==> src/rtl/timer_pkg.sv <==
// ============================================================================
// Module      : timer_pkg
// Description : Shared FSM state encoding for the timer_ctrl block.
// Revision    : 1.0 - initial release
// ============================================================================
`default_nettype none

package timer_pkg;

    localparam int unsigned STATE_W = 2;

    typedef enum logic [STATE_W-1:0] {
        ST_IDLE = 2'd0,
        ST_LOAD = 2'd1,
        ST_RUN  = 2'd2,
        ST_DONE = 2'd3
    } state_t;

    // Busy covers the load cycle and the counting phase of a run.
    function automatic logic state_is_busy(input state_t s);
        return (s == ST_LOAD) || (s == ST_RUN);
    endfunction

endpackage : timer_pkg

`default_nettype wire

==> src/rtl/timer_ctrl.sv <==
// ============================================================================
// Module      : timer_ctrl
// Description : Load/run/terminal timer with one-shot or auto-reload modes.
// Revision    : 1.0 - initial release
// ============================================================================
`default_nettype none

module timer_ctrl
    import timer_pkg::*;
#(
    parameter int LEN = 4
) (
    input  logic           clk,
    input  logic           reset_n,
    input  logic           start,
    input  logic           stop,
    input  logic           periodic,
    input  logic [LEN-1:0] load_val,
    input  logic [LEN-1:0] term_val,
    output logic [LEN-1:0] count,
    output logic           busy,
    output logic           tick,
    output logic           done
);

    state_t         r_state;
    state_t         w_state_nxt;
    logic [LEN-1:0] r_count;
    logic [LEN-1:0] w_count_nxt;
    logic           w_at_term;

    assign w_at_term = (r_count == term_val);

    // Stop suppresses the terminal strobe in the same cycle it aborts the run.
    assign tick  = (r_state == ST_RUN) && w_at_term && !stop;
    assign busy  = state_is_busy(r_state);
    assign done  = (r_state == ST_DONE);
    assign count = r_count;

    always_comb begin
        w_state_nxt = r_state;
        w_count_nxt = r_count;
        case (r_state)
            ST_IDLE: begin
                if (start) begin
                    w_state_nxt = ST_LOAD;
                end
            end
            ST_LOAD: begin
                if (stop) begin
                    w_state_nxt = ST_IDLE;
                    w_count_nxt = '0;
                end else begin
                    w_state_nxt = ST_RUN;
                    w_count_nxt = load_val;
                end
            end
            ST_RUN: begin
                if (stop) begin
                    w_state_nxt = ST_IDLE;
                    w_count_nxt = '0;
                end else if (w_at_term) begin
                    // Count holds at the terminal value through LOAD or DONE.
                    w_state_nxt = periodic ? ST_LOAD : ST_DONE;
                end else begin
                    w_count_nxt = r_count + 1'b1;
                end
            end
            ST_DONE: begin
                w_state_nxt = ST_IDLE;
            end
            default: begin
                w_state_nxt = ST_IDLE;
            end
        endcase
    end

    always_ff @(posedge clk or negedge reset_n) begin
        if (!reset_n) begin
            r_state <= ST_IDLE;
            r_count <= '0;
        end else begin
            r_state <= w_state_nxt;
            r_count <= w_count_nxt;
        end
    end

endmodule : timer_ctrl

`default_nettype wire

==> config.mk <==
export PLATFORM = sky130hd
export DESIGN_NAME = timer_ctrl
export DESIGN_NICKNAME = d
export VERILOG_FILES = /design/src/rtl/timer_pkg.sv /design/src/rtl/timer_ctrl.sv
export SDC_FILE = /design/constraint.sdc
export NUM_CORES = 1
export LEC_CHECK = 0
export CAP_MARGIN = 5
export CORE_UTILIZATION = 30
export DETAILED_ROUTE_END_ITERATION = 10
export HOLD_SLACK_MARGIN = 0.03
export PLACE_DENSITY_LB_ADDON = 0.3
export RECOVER_POWER = 100
export SLEW_MARGIN = 10
export SYNTH_ARGS = -nofsm -noshare
export SYNTH_HDL_FRONTEND = slang
export SYNTH_SLANG_ARGS = --single-unit
==> constraint.sdc <==
create_clock -name clk -period 1.8 [get_ports clk]
set_clock_uncertainty 0.2 [all_clocks]
set_input_delay 0.36 -clock clk [delete_from_list [all_inputs] [get_ports clk]]
set_output_delay 0.36 -clock clk [all_outputs]
set_load 0.02 [all_outputs]
[Yosys cells after proc, flatten, opt, wreduce, memory -nomap -nowiden]
Index checks and enable logic that the tools add are counted.
Storage, ports and cells
  bits in registers: 6
  input bits: 13
  output and inout port bits: 7
  logic and storage cells: 28
Cells by class
  add/subtract/negate cells: 1
  equality and inequality tests: 7
  multiplexer cells: 10
  reductions and logical operators: 8
Operator list (number)
  $mux 4: 3
  $mux 2: 5
  $pmux 2 s4: 1
  $pmux 4 s2: 1
  $ne 3x3->1 const B: 2
  $add 4x1->4 const B: 1
  $eq 2x2->1 const B: 2
  $eq 4x4->1: 1
  $reduce_and 2->1: 2
  $eq 2x1->1 const B: 1
  $logic_and 1x1->1: 2
  $logic_not 2->1: 1
  $ne 2x2->1 const B: 1
  $reduce_bool 2->1: 1
  $logic_not 1->1: 1
  $logic_or 1x1->1: 1

[Longest topological paths before layout]
Gate-level depths: netlist of the first run.
  depth in word-level cells: 4
  depth in mapped cells: 7
  mapped depth without buffers: 6

[Worst setup path after synthesis of the first run]
No wires, ideal clock.
  path type: register to output
  start: register r_count[2], in the netlist count[2]
  end: output tick
  arrival time: 1.270 ns
  data required time: 1.240 ns
  slack: -0.030 ns
  stages on the path, launching flop included: 5
  path buffers: 1
  cells stage by stage: dfrtp_1 -> xnor2_1 -> and4_1 -> buf_6 -> and2_1
Between the ends
  word-level cells in the longest chain between the ends: 3
RTL lines
  from (decl): line timer_ctrl.sv:28  | logic [LEN-1:0] r_count;
  from (signal assigned): line timer_ctrl.sv:84  | r_count <= w_count_nxt;
  $eq 4x4->1: line timer_ctrl.sv:32  | assign w_at_term = (r_count == term_val);
  $logic_and 1x1->1 (2 in series): line timer_ctrl.sv:35  | assign tick = (r_state == ST_RUN) && w_at_term && !stop;
  to (decl): line timer_ctrl.sv:22  | output logic tick,
Every way passes these cells.

[Final worst setup path of the first run]
  start: register r_count[3], in the netlist count[3]
  end: output tick
The elaborated chain is that of the path after synthesis.

==> impl_metrics.tcl, run 1 <==
set metrics [dict create \
    status "complete, but fails checks" \
    violations "design-rule violations, negative setup slack" \
    relSlewSlack 0.8015 \
    diodes 0 \
    ys_seq_area_frac 0.2878 \
    dp.cells 103 \
    netlist.area_leader.share 0.2878 \
    holdBufCountCts 0 \
    ir_drop_v 0.0007347 \
    setup_viol 1 \
    cp_max_fo 2 \
    yosys_register_bits 6 \
    synth_area_um2 521.8 \
    drtIter0Drc 15 \
    dp_slack_ns -0.7277 \
    finalNonFillerCells 109 \
    p_leak_nw 0.4714 \
    arrival_ns 1.33 \
    antenna_found_initial 0 \
    numCtsBuffers 3 \
    ys_warn_count 0 \
    seqCellArea_um2 150.1 \
    wl_per_cell_um 14.16 \
    endpoint_kind "output pin" \
    final_nets 114 \
    top_level_ports 20 \
    rows 14 \
    start_kind "flip-flop" \
    async_flop_share 1.000 \
    htreeDepth 1 \
    synth_nets 72 \
    syn-instance-count 53 \
    p_per_area_nw_per_um2 1424 \
    initial_core_util 0.3347 \
    r2r_end "r_state[1]$_DFFE_PN0P_" \
    hold_viol 0 \
    synth_ff_type "dfrtp_1" \
    cts_tree "built" \
    cts-root-buf "clkbuf_4" \
    areaGrowthSynthToFinish_pct 85.61 \
    layout_setup_ws_ns -0.09338 \
    reg2reg_depth 7 \
    clock_latency_ns 0.25 \
    gp_congestion 0.7009 \
    worst-r2r-setup-slack_ns 0.04 \
    viasPerCell 5.073 \
    portBuffers 19 \
    power.total_mw 1.379 \
    track_usage 0.1753 \
    tightest_slew_ns 0.2967 \
    core_um2 1559 \
    netlist_top_cells_area "dfrtp_1, ha_1, xnor2_1" \
    drive_gt1_frac 0.4516 \
    cts_buffer_depth 2 \
    reg2reg_from "r_state[1]$_DFFE_PN0P_" \
    multiInputGateArea_um2 429.2 \
    whs_ns 0.2309 \
    wl_mm 1.543 \
    grt_overflow 0 \
    fmax_mhz 528.2 \
    fill_cells 127 \
    grt_setup_unrepaired "true" \
    die_w_um 43.71 \
    period_share 1.052 \
    grt_pass1_vias 537 \
    min_period_ns 1.893 \
    grt_max_degree 8 \
    vias 553 \
    timing_worst_setup_path_type "reg -> out" \
    synth_cell_types 29 \
    cts_sinks 6 \
    cap_violations 0 \
    setup-tns-final_ns -0.09338 \
    synth-edff-count 0 \
    drc 3 \
    die_h_um 43.71 \
    hpwl_mm 1.038 \
    avgSynthCellArea_um2 9.844 \
    hold_class "in -> async" \
    drtPass1Iterations 7 \
    route.antenna.remaining_nets 0 \
    cp.required_ns 1.24 \
    slew_viol_final 0 \
    fp.dieArea_um2 1910 \
    clk_pin_slew_ns 0.05 \
    grt_pass1_wl_mm 2.332 \
    synth_top_cell_by_area "dfrtp_1" \
]
flip-flops by register name, summed over array words and instances, names as in the netlist:
signal and flops:
count 4, r_state 2
stage by stage:
step           utilization  cell area (um2)
2_1_floorplan            -            529.3
3_3_place_gp        0.5457            850.8
3_5_place_dp        0.5457            850.8
4_1_cts             0.5658            882.1
5_1_grt             0.6212            968.4
6_report            0.6212            968.4
layout make-up:
cell class              count  area share
flip-flops and latches      6      0.1550
repair buffers             39      0.3424
inverters                   4     0.01550
multi-input cells          41      0.4432
well taps                  16     0.02067
clock buffers               3     0.02326
kinds of logic (layout without fill, tap and decap cells):
group,Yosys count,after routing,share of synthesized area
AND/OR/NAND/NOR,14,14,0.1607
multiplexers,4,4,0.08632
AO/OA/AOI/OAI,11,11,0.1607
flip-flops,6,6,0.2878
buffers and inverters,6,46,0.05993
adder cells (fa/ha/maj),6,6,0.1439
XOR/XNOR,6,6,0.1007
worst max path at each step:
stage | startpoint | slack (ns) | cells past startpoint | endpoint
CTS | count[3]$_DFFE_PN0P_ | -0.10 | 4 | tick
global route | count[0]$_DFFE_PN0P_ | -0.16 | 4 | tick
detailed placement | term_val[3] | -0.73 | 5 | tick
finish | count[3]$_DFFE_PN0P_ | -0.09 | 4 | tick
floorplan | count[2]$_DFFE_PN0P_ | 0.009 | 5 | r_state[1]$_DFFE_PN0P_
global placement | term_val[2] | -0.73 | 5 | tick
layout by cell type, fill, tap and decap left out, types with 2 or more instances in the layout:
cell,count
clkdlybuf4s50_1,7
ha_2,2
dfrtp_1,6
inv_2,2
mux2i_1,3
buf_6,3
clkbuf_4,3
xnor2_2,4
inv_1,2
o22ai_1,2
dlygate4sd2_1,8
ha_1,3
buf_4,19
nor2b_1,2
nor2b_4,2
Yosys cell counts (all sizes together) (2+ instances only):
library cell,n
dfrtp,6
ha,6
xnor2,5
inv,4
nor2b,4
mux2i,3
nor2,2
o22ai,2
worst max-delay path, cell delays in order, from the launching register on:
cell,delay (ns)
dfrtp_1,0.40
xnor2_2,0.16
and4_1,0.26
and2_4,0.16
buf_6,0.11
layer usage:
metal	up-vias	track usage	share of wire
li1	276	-	-
met1	259	0.1985	0.39
met2	18	0.3075	0.55
met3	0	0.07083	0.061
met4	0	0.03750	0
met5	-	0	0
repair_timing:
action,in CTS,in global routing
endpoints found under the setup margin,9,5
pin swaps,6,5
setup buffers,2,2
gates resized for setup,25,18
power breakdown:
| group | switching [mW] | internal (mW) | total [mW] |
|---|---|---|---|
| clock network | 0.0529 | 0.0757 | 0.129 |
| logic | 0.447 | 0.572 | 1.02 |
| registers | 0.0431 | 0.189 | 0.232 |
Power figures use the tool's default switching activity.
==> run 2, diff against run 1 <==
- CORE_UTILIZATION: 30 -> 36
==> run 2 against run 1 <==
  * The flow finishes with violations (negative setup slack)
  * Maximum frequency down 0.44%
  * Register-to-register slack worse by 0.09 ns
  * Worst setup slack worse by 0.0084 ns
  * Critical path depth unchanged
  * Critical path type unchanged
==> impl_metrics.tcl, run 2 (same netlist as run 1, synthesis figures left out) <==
set metrics [dict create \
    status "complete, but fails checks" \
    violations "negative setup slack" \
    relSlewSlack 0.8095 \
    gr-usage-met2 0.3952 \
    start_kind "flip-flop" \
    areaGrowthSynthToFinish_pct 82.01 \
    slowest_stage "dfrtp_1" \
    grt_overflow 0 \
    final_area_um2 949.7 \
    cts_tree "built" \
    cp.required_ns 1.24 \
    final_common_cell "buf_4" \
    rows 13 \
    hpwl_mm 1.038 \
    max_stage_delay_ns 0.40 \
    antenna_found_initial 0 \
    final_cell_mix "buf_4, dlygate4sd2_1, dfrtp_1, clkdlybuf4s50_1" \
    wl_mm 1.542 \
    timing_worst_setup_path_type "reg -> out" \
    switchingPower_mw 0.5558 \
    p_clk_frac 0.095 \
    whs_ns 0.2245 \
    period_share 1.057 \
    drc 0 \
    tightest_slew_ns 0.2848 \
    grt_setup_unrepaired "true" \
    combPwrFrac 0.733 \
    p_leak_nw 0.4694 \
    grt_pass1_wl_mm 2.090 \
    path_cells "xnor2_2, and4_4, and2_4, buf_6" \
    fmax_mhz 525.8 \
    endpoint_kind "output pin" \
    p_seq_frac 0.172 \
    p_sw_frac 0.4129 \
    grtUsageMet1 0.2136 \
    final_nets 112 \
    cp_max_fo 2 \
    dp_slack_ns -0.7842 \
    grt_pass1_vias 506 \
    slew_viol_final 0 \
    viasPerCell 5.151 \
    route.antenna.remaining_nets 0 \
    gp_congestion 0.8245 \
    track_usage 0.2063 \
    min_period_ns 1.902 \
    cts_buffer_depth 2 \
    numCtsBuffers 3 \
    clock_latency_ns 0.25 \
    met3_usage 0.05000 \
    cap_violations 0 \
    wl_per_cell_um 14.55 \
    die_h_um 40.07 \
    dp.cells 100 \
    p_per_area_nw_per_um2 1418 \
    cts_sinks 6 \
    drive_gt1_frac 0.4286 \
    grt_max_degree 8 \
    layout_setup_ws_ns -0.1017 \
    top_level_ports 20 \
    grt.busiest_layer "met2" \
    vias 546 \
    internal-power_mw 0.7904 \
    power.total_mw 1.346 \
    diodes 0 \
    hold_class "in -> async" \
    final_util 0.7208 \
    drtPass1Iterations 4 \
    initial_core_util 0.3960 \
    clk_pin_slew_ns 0.05 \
    setup_viol 2 \
    htreeDepth 1 \
    largest_register_ffs 4 \
    finalNonFillerCells 106 \
    setup-tns-final_ns -0.1537 \
    ir_drop_v 0.0008972 \
    cts-root-buf "clkbuf_4" \
    hold_viol 0 \
    fp.dieArea_um2 1606 \
    arrival_ns 1.34 \
    dpl_cell_area_um2 834.6 \
    core_um2 1318 \
    die_w_um 40.07 \
    drtIter0Drc 5 \
    portBuffers 19 \
]
-- run 2: power by group through the flow --
stage	Combinational [mW]	Clock (mW)	Sequential, mW
floorplan	0.419	0	0.284
global placement	0.831	0	0.218
detailed placement	0.853	0	0.221
CTS	0.922	0.126	0.223
global route	1.06	0.138	0.237
finish	0.987	0.127	0.232
-- run 2: metal layers --
metal | part of all wire | wire length [um]
met5 | 0 | 0
met3 | 0.033 | 51
met4 | 0.0078 | 12
met2 | 0.55 | 846
met1 | 0.41 | 632
-- run 2: path summary, 6_finish.rpt --
path                            slack (ns)  depth (start not counted)              startpoint                endpoint
worst max register to register       -0.05                          9  r_state[1]$_DFFE_PN0P_    count[2]$_DFFE_PN0P_
max in group asynchronous             0.95                          1                 reset_n    count[2]$_DFFE_PN0P_
worst max-delay path                 -0.10                          4    count[0]$_DFFE_PN0P_                    tick
worst min-delay path                  0.22                          1                 reset_n  r_state[0]$_DFFE_PN0P_
worst min register to register        0.45                          2  r_state[1]$_DFFE_PN0P_  r_state[1]$_DFFE_PN0P_
min in group clk                      0.45                          2  r_state[1]$_DFFE_PN0P_  r_state[1]$_DFFE_PN0P_
-- run 2: final cells by class --
type / instances / area (um2)
Fill cell: 104 / 367.9
Multi-Input combinational cell: 41 / 429.2
Clock buffer: 3 / 22.52
Sequential cell: 6 / 150.1
Inverter: 4 / 17.52
Tap cell: 15 / 18.77
Timing Repair Buffer: 37 / 311.5
-- run 2: worst max-delay path: cells and delay by family (launching register included) --
family                 cells  cell delay, ns
AND/OR/NAND/NOR            2            0.41
flip-flops                 1            0.40
XOR/XNOR                   1            0.17
buffers and inverters      1            0.11
-- run 2: what timing repair did --
item | in CTS | in global routing
gates cloned | 0 | 0
hold buffers | 0 | 0
pin swaps | 8 | 5
buffers inserted | 3 | 1
setup endpoints to repair | 10 | 5
gates resized for setup | 34 | 14
==> run 3, diff against run 2 <==
- SKIP_LAST_GASP: default -> 1
==> run 3 against run 2 <==
  * The flow still finishes with violations (negative setup slack)
  * Utilization rose by 1.3 points
  * Wire length rose by 3.1%
  * Combinational power barely moved
  * Non-clock buffer count rose by 2
  * Via count rose by 1.3%
  * Final cell count rose by 1.9%
  * Clock-buffer cell count did not move
  * Sequential share of layout area fell by 0.29 points
  * Register-to-register slack got worse by 0.05 ns
  * Sequential power barely moved
  * Total power rose by 1.3%
  * Worst hold slack improved by 0.0022 ns
  * Critical endpoint is now count[2]$_DFFE_PN0P_
  * Highest routed layer unchanged
==> impl_metrics.tcl, run 3 (same netlist as run 1, synthesis figures left out) <==
set metrics [dict create \
    status "complete, but fails checks" \
    violations "negative setup slack" \
    hold_viol 0 \
    grt_max_degree 8 \
    route.antenna.remaining_nets 0 \
    max_stage_delay_ns 0.39 \
    track_usage 0.2063 \
    switchingPower_mw 0.5613 \
    clock_latency_ns 0.25 \
    cp.required_ns 1.75 \
    relSlewSlack 0.8043 \
    timing_worst_setup_path_type "reg -> reg" \
    cts_buffer_depth 2 \
    core_um2 1318 \
    final_util 0.7341 \
    viasPerCell 5.120 \
    die_w_um 40.07 \
    p_seq_frac 0.170 \
    dpl_cell_area_um2 834.6 \
    gp_congestion 0.8245 \
    htreeDepth 1 \
    setup_viol 3 \
    min_period_ns 1.897 \
    holdBufCountCts 0 \
    drc 0 \
    slowest_stage "dfrtp_1" \
    wl_per_cell_um 14.72 \
    period_share 1.054 \
    combPwrFrac 0.736 \
    portBuffers 19 \
    internal-power_mw 0.8020 \
    setup-tns-final_ns -0.2049 \
    grt_overflow 0 \
    start_kind "flip-flop" \
    drtPass1Iterations 4 \
    drtIter0Drc 9 \
    p_leak_nw 0.4828 \
    cp_num_cells 8 \
    die_h_um 40.07 \
    cp_max_fo 5 \
    grt_pass1_wl_mm 2.090 \
    endpoint_kind "flip-flop" \
    cts_sinks 6 \
    largest_register_ffs 4 \
    cp_top_family "buffers and inverters" \
    rows 13 \
    fill_cells 97 \
    arrival_ns 1.84 \
    cts-root-buf "clkbuf_4" \
    wl_mm 1.590 \
    hpwl_mm 1.038 \
    initial_core_util 0.3960 \
    dp_slack_ns -0.7842 \
    cap_violations 0 \
    p_per_area_nw_per_um2 1410 \
    fmax_mhz 527.3 \
    final_cell_mix "buf_4, dlygate4sd2_1, dfrtp_1, clkdlybuf4s50_1" \
    tightest_slew_ns 0.2925 \
    vias 553 \
    grt_pass1_vias 506 \
    cts_tree "built" \
    clk_pin_slew_ns 0.05 \
    areaGrowthSynthToFinish_pct 85.37 \
    diodes 0 \
    hold_class "in -> async" \
    path_buf_inv 3 \
    final_nets 114 \
    drive_gt1_frac 0.4516 \
    final_common_cell "buf_4" \
    numCtsBuffers 3 \
    p_clk_frac 0.094 \
    slew_viol_final 0 \
    grt_setup_unrepaired "true" \
    antenna_found_initial 0 \
    path_cells "buf_4, buf_4, ha_4, clkbuf_2, nor2_2, a211o_1, o31ai_1, a211oi_1" \
    p_sw_frac 0.4117 \
    fp.dieArea_um2 1606 \
    ir_drop_v 0.0008240 \
    reg2reg_depth 8 \
    top_level_ports 20 \
    final_area_um2 967.2 \
    layout_setup_ws_ns -0.09661 \
    cp_common_cell "buf_4" \
]
-- run 3: cell types whose count changed in the layout (fill, tap and decap cells not counted) --
cell,change
buf_4,+5
clkbuf_2,-2
buf_2,+1
buf_6,-1
clkbuf_1,-1
-- run 3: what timing repair did --
item                                   4_1_cts  5_1_grt
setup buffers                                3        3
endpoints found under the hold margin        0        0
pin swaps                                    8        5
setup endpoints to repair                   10        5
resized for setup                           33       12
cloned                                       0        0
-- run 3: power by group through the flow --
stage          registers [mW]  logic, mW  clock network, mW
2_1_floorplan           0.284      0.419                  0
3_3_place_gp            0.218      0.831                  0
3_5_place_dp            0.221      0.853                  0
4_1_cts                 0.223      0.921              0.126
5_1_grt                 0.236       1.08              0.138
6_report                0.232       1.00              0.128
-- run 3: stage by stage --
stage                     hold WS (ns)  power (mW)  std cells
final                           0.2267       1.363        108
after CTS                       0.1621       1.270        105
after global routing            0.2545       1.457        108
after floorplan                -0.1356      0.7035         53
after global placement          0.4064       1.049        100
after detailed placement        0.4091       1.074        100
-- run 3: routing by layer --
metal  part of all wire  track usage
met5                  0            0
met4             0.0075      0.06897
met3              0.030      0.05000
met2               0.55       0.3952
met1               0.41       0.2136
-- run 3: final timing paths --
check	from	to	slack (ns)
max	r_state[0]$_DFFE_PN0P_	count[2]$_DFFE_PN0P_	-0.1
min	reset_n	r_state[0]$_DFFE_PN0P_	0.23
max reg2reg	r_state[0]$_DFFE_PN0P_	count[2]$_DFFE_PN0P_	-0.1
min reg2reg	r_state[1]$_DFFE_PN0P_	r_state[1]$_DFFE_PN0P_	0.45
max in group asynchronous	reset_n	count[2]$_DFFE_PN0P_	0.95
min in group clk	r_state[1]$_DFFE_PN0P_	r_state[1]$_DFFE_PN0P_	0.45
-- run 3: layout make-up --
| cell class | count | area [um2] | area share |
|---|---|---|---|
| Multi-Input combinational cell | 41 | 429.2 | 0.4437 |
| Timing Repair Buffer | 39 | 329.1 | 0.3402 |
| Sequential cell | 6 | 150.1 | 0.1552 |
| Clock buffer | 3 | 22.52 | 0.02329 |
| Tap cell | 15 | 18.77 | 0.01940 |
| Inverter | 4 | 17.52 | 0.01811 |
